File: config.mk
export PLATFORM = sky130hd
export DESIGN_NAME = vector_test_sequencer_flat
export DESIGN_NICKNAME = d
export VERILOG_FILES = /design/src/rtl/vector_test_sequencer_if.sv /design/src/rtl/vector_test_sequencer.sv /design/src/flat_wrapper.sv
export SDC_FILE = /design/constraint.sdc
export NUM_CORES = 1
export LEC_CHECK = 0
export BUFFER_PORTS_ARGS = -buffer_cell sky130_fd_sc_hd__buf_4
export CAP_MARGIN = 30
export CORE_MARGIN = 4
export CORE_UTILIZATION = 30
export CTS_BUF_LIST = sky130_fd_sc_hd__clkbuf_16
export DETAILED_ROUTE_END_ITERATION = 16
export PLACE_DENSITY = 0.46
export SLEW_MARGIN = 10
export SYNTH_ARGS = -nofsm -noshare
export SYNTH_HDL_FRONTEND = slang
export SYNTH_SLANG_ARGS = --single-unit
File: constraint.sdc
create_clock -name clk -period 2.75 [get_ports clk]
set_clock_uncertainty 0.15 [all_clocks]
set_input_delay 0.275 -clock clk [delete_from_list [all_inputs] [get_ports clk]]
set_output_delay 0.275 -clock clk [all_outputs]
set_load 0.02 [all_outputs]
File: src/rtl/vector_test_sequencer_if.sv
// Bus bundle between the vector test sequencer and its driver: load port, run control, DUT stimulus/response and status.
// Fail-log signals exist only when VECSEQ_FAILLOG_EN is defined.
interface vector_test_sequencer_if #(
  parameter int IN_W   = 3,
  parameter int OUT_W  = 1,
  parameter int ADDR_W = 4,
  parameter int ERR_W  = 16
);
  logic                    load_en;
  logic [ADDR_W-1:0]       load_addr;
  logic [IN_W+OUT_W-1:0]   load_data;
  logic                    start;
  logic [IN_W-1:0]         dut_in;
  logic [OUT_W-1:0]        dut_out;
  logic                    busy;
  logic                    done;
  logic                    pass;
  logic [ERR_W-1:0]        err_count;
  logic [ADDR_W:0]         vec_count;
`ifdef VECSEQ_FAILLOG_EN
  logic                    fail_valid;
  logic [ADDR_W-1:0]       fail_idx;
  logic [IN_W-1:0]         fail_in;
  logic [OUT_W-1:0]        fail_got;
`endif

  modport master (
    output load_en, load_addr, load_data, start, dut_out,
`ifdef VECSEQ_FAILLOG_EN
    input  fail_valid, fail_idx, fail_in, fail_got,
`endif
    input  dut_in, busy, done, pass, err_count, vec_count
  );

  modport slave (
    input  load_en, load_addr, load_data, start, dut_out,
`ifdef VECSEQ_FAILLOG_EN
    output fail_valid, fail_idx, fail_in, fail_got,
`endif
    output dut_in, busy, done, pass, err_count, vec_count
  );
endinterface

File: src/rtl/vector_test_sequencer.sv
// On-chip vector tester: applies stored {in, expected} vectors to a combinational DUT and counts mismatches.
// Optional first-failure capture is enabled with the VECSEQ_FAILLOG_EN macro.
module vector_test_sequencer #(
  parameter int IN_W       = 3,
  parameter int OUT_W      = 1,
  parameter int NVEC       = 16,
  parameter int ADDR_W     = 4,
  parameter int SETTLE_CYC = 1,
  parameter int ERR_W      = 16
) (
  input  logic                    clk,
  input  logic                    reset,
  vector_test_sequencer_if.slave  bus
);

  typedef enum logic [2:0] {IDLE, APPLY, SETTLE, CHECK, DONE} state_t;

  localparam int VEC_W = IN_W + OUT_W;
  localparam logic [ADDR_W-1:0] IDX_LAST = ADDR_W'(NVEC - 1);
  localparam logic [ADDR_W-1:0] IDX_ONE  = ADDR_W'(1);
  localparam logic [ADDR_W:0]   VEC_ONE  = (ADDR_W + 1)'(1);
  localparam logic [ERR_W-1:0]  ERR_ONE  = ERR_W'(1);
  localparam logic [3:0]        SETTLE_LOAD = 4'(SETTLE_CYC - 1);

  state_t                state, state_next;
  logic [VEC_W-1:0]      mem [NVEC];
  logic [NVEC-1:0]       valid;
  logic [VEC_W-1:0]      entry;
  logic [ADDR_W-1:0]     index;
  logic [IN_W-1:0]       dut_in_r;
  logic [OUT_W-1:0]      expected;
  logic [3:0]            settle_cnt;
  logic [ERR_W-1:0]      err_count_r;
  logic [ADDR_W:0]       vec_count_r;
  logic                  write_ok;
  logic                  mismatch;

  assign entry    = mem[index];
  assign mismatch = (bus.dut_out != expected);

  always_comb begin
    state_next = state;
    write_ok   = 1'b0;
    case (state)
      IDLE, DONE: begin
        write_ok = 1'b1;
        if (bus.start) state_next = APPLY;
      end
      APPLY:   state_next = valid[index] ? SETTLE : DONE;
      SETTLE:  if (settle_cnt == 4'd0) state_next = CHECK;
      CHECK:   state_next = (index == IDX_LAST) ? DONE : APPLY;
      default: state_next = IDLE;
    endcase
  end

  // Vector data has no reset so it can map onto RAM; only the valid bits are cleared.
  always_ff @(posedge clk) begin
    if (bus.load_en && write_ok) mem[bus.load_addr] <= bus.load_data;
  end

  always_ff @(posedge clk) begin
    if (!reset) begin
      state       <= IDLE;
      valid       <= '0;
      index       <= '0;
      dut_in_r    <= '0;
      expected    <= '0;
      settle_cnt  <= '0;
      err_count_r <= '0;
      vec_count_r <= '0;
    end else begin
      state <= state_next;
      if (bus.load_en && write_ok) valid[bus.load_addr] <= 1'b1;
      case (state)
        IDLE, DONE: begin
          if (bus.start) begin
            index       <= '0;
            err_count_r <= '0;
            vec_count_r <= '0;
          end
        end
        APPLY: begin
          if (valid[index]) begin
            dut_in_r   <= entry[VEC_W-1:OUT_W];
            expected   <= entry[OUT_W-1:0];
            settle_cnt <= SETTLE_LOAD;
          end
        end
        SETTLE: if (settle_cnt != 4'd0) settle_cnt <= settle_cnt - 4'd1;
        CHECK: begin
          if (mismatch && (err_count_r != '1)) err_count_r <= err_count_r + ERR_ONE;
          vec_count_r <= vec_count_r + VEC_ONE;
          if (index != IDX_LAST) index <= index + IDX_ONE;
        end
        default: ;
      endcase
    end
  end

`ifdef VECSEQ_FAILLOG_EN
  logic              fail_valid_r;
  logic [ADDR_W-1:0] fail_idx_r;
  logic [IN_W-1:0]   fail_in_r;
  logic [OUT_W-1:0]  fail_got_r;

  // Only the first mismatch of a run is latched; later ones leave it alone.
  always_ff @(posedge clk) begin
    if (!reset) begin
      fail_valid_r <= 1'b0;
      fail_idx_r   <= '0;
      fail_in_r    <= '0;
      fail_got_r   <= '0;
    end else if ((state == IDLE || state == DONE) && bus.start) begin
      fail_valid_r <= 1'b0;
      fail_idx_r   <= '0;
      fail_in_r    <= '0;
      fail_got_r   <= '0;
    end else if (state == CHECK && mismatch && !fail_valid_r) begin
      fail_valid_r <= 1'b1;
      fail_idx_r   <= index;
      fail_in_r    <= dut_in_r;
      fail_got_r   <= bus.dut_out;
    end
  end

  assign bus.fail_valid = fail_valid_r;
  assign bus.fail_idx   = fail_idx_r;
  assign bus.fail_in    = fail_in_r;
  assign bus.fail_got   = fail_got_r;
`endif

  assign bus.dut_in    = dut_in_r;
  assign bus.busy      = (state == APPLY) || (state == SETTLE) || (state == CHECK);
  assign bus.done      = (state == DONE);
  assign bus.pass      = (state == DONE) && (err_count_r == '0) && (vec_count_r != '0);
  assign bus.err_count = err_count_r;
  assign bus.vec_count = vec_count_r;

endmodule

File: src/flat_wrapper.sv
// flat-port wrapper written by rule: the top's interface ports become plain ports
module vector_test_sequencer_flat 
#(
  parameter int IN_W       = 3,
  parameter int OUT_W      = 1,
  parameter int NVEC       = 16,
  parameter int ADDR_W     = 4,
  parameter int SETTLE_CYC = 1,
  parameter int ERR_W      = 16
)
  (clk, reset, bus_load_en, bus_load_addr, bus_load_data, bus_start, bus_dut_out, bus_dut_in, bus_busy, bus_done, bus_pass, bus_err_count, bus_vec_count);
  vector_test_sequencer_if #(.IN_W(IN_W), .OUT_W(OUT_W), .ADDR_W(ADDR_W), .ERR_W(ERR_W)) bus_i ();
  input  logic clk;
  input  logic reset;
  input wire logic [$bits(bus_i.load_en)-1:0] bus_load_en;
  input wire logic [$bits(bus_i.load_addr)-1:0] bus_load_addr;
  input wire logic [$bits(bus_i.load_data)-1:0] bus_load_data;
  input wire logic [$bits(bus_i.start)-1:0] bus_start;
  input wire logic [$bits(bus_i.dut_out)-1:0] bus_dut_out;
  output wire logic [$bits(bus_i.dut_in)-1:0] bus_dut_in;
  output wire logic [$bits(bus_i.busy)-1:0] bus_busy;
  output wire logic [$bits(bus_i.done)-1:0] bus_done;
  output wire logic [$bits(bus_i.pass)-1:0] bus_pass;
  output wire logic [$bits(bus_i.err_count)-1:0] bus_err_count;
  output wire logic [$bits(bus_i.vec_count)-1:0] bus_vec_count;
  assign bus_i.load_en = bus_load_en;
  assign bus_i.load_addr = bus_load_addr;
  assign bus_i.load_data = bus_load_data;
  assign bus_i.start = bus_start;
  assign bus_i.dut_out = bus_dut_out;
  assign bus_dut_in = bus_i.dut_in;
  assign bus_busy = bus_i.busy;
  assign bus_done = bus_i.done;
  assign bus_pass = bus_i.pass;
  assign bus_err_count = bus_i.err_count;
  assign bus_vec_count = bus_i.vec_count;
  vector_test_sequencer #(.IN_W(IN_W), .OUT_W(OUT_W), .NVEC(NVEC), .ADDR_W(ADDR_W), .SETTLE_CYC(SETTLE_CYC), .ERR_W(ERR_W)) u_core (.clk(clk), .reset(reset), .bus(bus_i));
endmodule
==> metrics.md <==
| Metric | Value |
|---|---|
| Post-CTS setup buffers | `0` |
| Layout cells sized above 1 | `23.7%` |
| Worst skew pair latency | `420 ps` |
| Worst R2R End | `u_core.settle_cnt[2]` |
| Die W | `138 um` |
| I/O Pins | `40` |
| Root Driver | `clkbuf_16` |
| Global Route Usage Sum | `12.9%` |
| Largest net degree at the start of global routing | `48` |
| CTS H-tree depth | `4` |
| Post-synth top area cell | `edfxtp_1` |
| Most frequent cells in the layout | `edfxtp_1, dfxtp_1, buf_4, nor2_1, nand2_1` |
| Longest Clk Path Bufs | `2` |
| Worst r2r src | `u_core.index[2]` |
| Max FO, Critical Path | `8` |
| Pwr dens | `682 nW/um2` |
| Final Util | `37.6%` |
| HPWL after detailed placement | `7790 um` |
| Area of the multi-input gates | `1970 um2` |
| Finish-stage setup viols | `0` |
| Die H | `138 um` |
| # nets final | `470` |
| Post-layout min period | `2380 ps` |
| Routed Antenna Nets | `0` |
| Final Hold Vio Count | `0` |
| Initial core utilization | `30.6%` |
| Final-report max-slew violation count | `0` |
| RSZ-0062 raised after global routing | `no` |
| Die area | `19000 um2` |
| DRC viols | `0` |
| Syn Inst Count | `403` |
| Top cells by area, synth | `edfxtp_1, dfxtp_1, mux4_2` |
| Initial antenna violation count | `0` |
| Area growth syn-to-layout | `23.1%` |
| # clock sinks | `116` |
| Post-synth ARST share | `0%` |
| Leakage Power | `0.00222 uW` |
| VDD IR-drop max | `0.394 mV` |
| Sequential area share after synthesis | `58.6%` |
| First-pass GRT wire length | `18200 um` |
| CP Launch Type | `flop` |
| Placed Instance Area | `5610 um2` |
| WL final | `11200 um` |
| Core Box Area | `16500 um2` |
| Worst-Margin Slew | `744 ps` |
| R2r setup slk | `480 ps` |
| Post-synth EDFFs | `64` |
| Post-CTS Hold Buffers | `0` |
| Post-route non-filler standard cell count | `684` |
| Routability Congestion | `0.785` |
| Vias in the first global route | `3322` |
| Max cap viols | `0` |
| Register area | `2960 um2` |
| Arr. time, crit path | `1960 ps` |
| Post-route cell area | `6220 um2` |
| Commonest non-fill, non-tap cell in the layout | `edfxtp_1` |
| Clock tree from TritonCTS | `yes` |
| Placed insts | `652` |
| First-iteration detailed-routing DRC count | `127` |
| Filler cells | `1601` |
| Crit path capture type | `output port` |
| Cell count of the worst reg-to-reg path | `6` |
| Slew margin rel. | `50.0%` |
| DRT Pass-1 Iters | `4` |
| Worst EP required | `2330 ps` |
| Synthesis-stage register bit count | `116` |
| Tcrit/Tclk final | `86.7%` |
| Critical Path Sink | `bus_pass` |
| FP Rows | `47` |
| Average size of a mapped cell | `12.5 um2` |
| Buffers on Ports | `39` |
| Sum of negative setup slack | `0 ps` |
| Post-cts resize count | `0` |
| YS warnings | `0` |
| Via Count | `3278` |
| N_diodes | `0` |
| Total power | `4240 uW` |
| Clock buffer count from CTS | `17` |
| Synth unique cells | `53` |
| Drt wl/cell | `16.4 um` |
| Outcome | `completed` |
| Synthesized cell area | `5050 um2` |
| Clock slew at reported path FFs | `60 ps` |
| Global route total overflow | `0` |
| Synth top area share | `38.0%` |
| Fmax | `0.419 GHz` |
| Worst hold path class | `in -> reg` |
| Via/cell ratio | `4.79` |
| Critical Path Start | `u_core.state[0]` |
| WS Path Type | `reg -> out` |
| Synthesized net count | `422` |
| Primary FF master, synth | `edfxtp_1` |
-- worst min path at each step --
stage                          start                end  slack, ps  cells past startpoint
detailed placement   u_core.valid[9]    u_core.valid[9]        300                      1
finish              bus_load_data[1]  u_core.mem[14][1]         20                      1
floorplan           bus_load_data[0]   u_core.mem[0][0]        220                      0
global placement     u_core.valid[9]    u_core.valid[9]        300                      1
CTS                 bus_load_data[1]  u_core.mem[11][1]         20                      1
global route        bus_load_data[1]  u_core.mem[11][1]         20                      1
-- power breakdown --
part / internal (uW) / switching (uW) / total (uW)
Clock: 1430 / 823 / 2250
Combinational: 46.7 / 83.2 / 130
Sequential: 1850 / 11.3 / 1860
Total: 3330 / 917 / 4240
-- cells by family (layout without fill, tap and decap cells) --
| kind of cell | Yosys count | after routing | share of synthesized area [%] |
|---|---|---|---|
| adders and majority gates | 6 | 6 | 1.49 |
| xor gates and xnor gates | 14 | 14 | 2.43 |
| buffers and inverters | 27 | 88 | 2.30 |
| AOI/OAI and AO/OA | 62 | 62 | 8.30 |
| muxes | 27 | 27 | 9.88 |
| and+or+nand+nor | 151 | 151 | 17.0 |
| DFF | 116 | 116 | 58.6 |
-- sequential cells by signal, indices dropped and copies added, names as in the netlist --
register              cells
u_core.index              4
u_core.valid             16
u_core.expected           1
u_core.settle_cnt         4
u_core.bus.err_count     16
u_core.bus.dut_in         3
u_core.mem               64
u_core.bus.vec_count      5
u_core.state              3
-- Yosys cell counts (all sizes together), types with 4 or more instances --
library cell  number
edfxtp            64
nand4             13
nand2             32
o21a              18
nor2              34
o21ai             12
buf                7
mux2i              6
ha                 6
mux2               4
a22oi             11
o211ai             7
and3               5
nor3               7
nand3             15
a21oi              5
and2               6
dfxtp             52
xor2              12
inv                8
nor2b              9
nor4               6
clkbuf            12
mux4              17
-- area by class of cell --
| cell class | count | area share, % |
|---|---|---|
| Timing Repair Buffer | 48 | 6.00 |
| Clock buffer | 17 | 6.84 |
| Tap cell | 220 | 4.43 |
| Inverter | 8 | 0.483 |
| Clock inverter | 15 | 2.88 |
| Multi-Input combinational cell | 260 | 31.7 |
| Sequential cell | 116 | 47.6 |
-- stage by stage --
stage / setup WS, ps / hold WS [ps]
after floorplan: 724 / 224
after global placement: 441 / 299
after detailed placement: 442 / 296
after CTS: 333 / 18.1
after global routing: 237 / 18.9
final: 366 / 20.5
-- routing by layer --
| layer | vias to the layer above | share of wire [%] | global-route usage [%] | routed length, um |
|---|---|---|---|---|
| met5 | - | 0 | 0 | 0 |
| met3 | 8 | 4.2 | 3.87 | 473 |
| met4 | 0 | 0.83 | 4.61 | 93 |
| li1 | 1623 | - | - | - |
| met2 | 54 | 46 | 19.7 | 5170 |
| met1 | 1593 | 49 | 17.3 | 5480 |
-- worst max-delay path: stages (launching register included) --
cell,delay [ps]
dfxtp_1,390
nor2_2,310
buf_4,210
nand2_1,120
nor4_1,330
buf_4,200
Power figures use the tool's default switching activity.
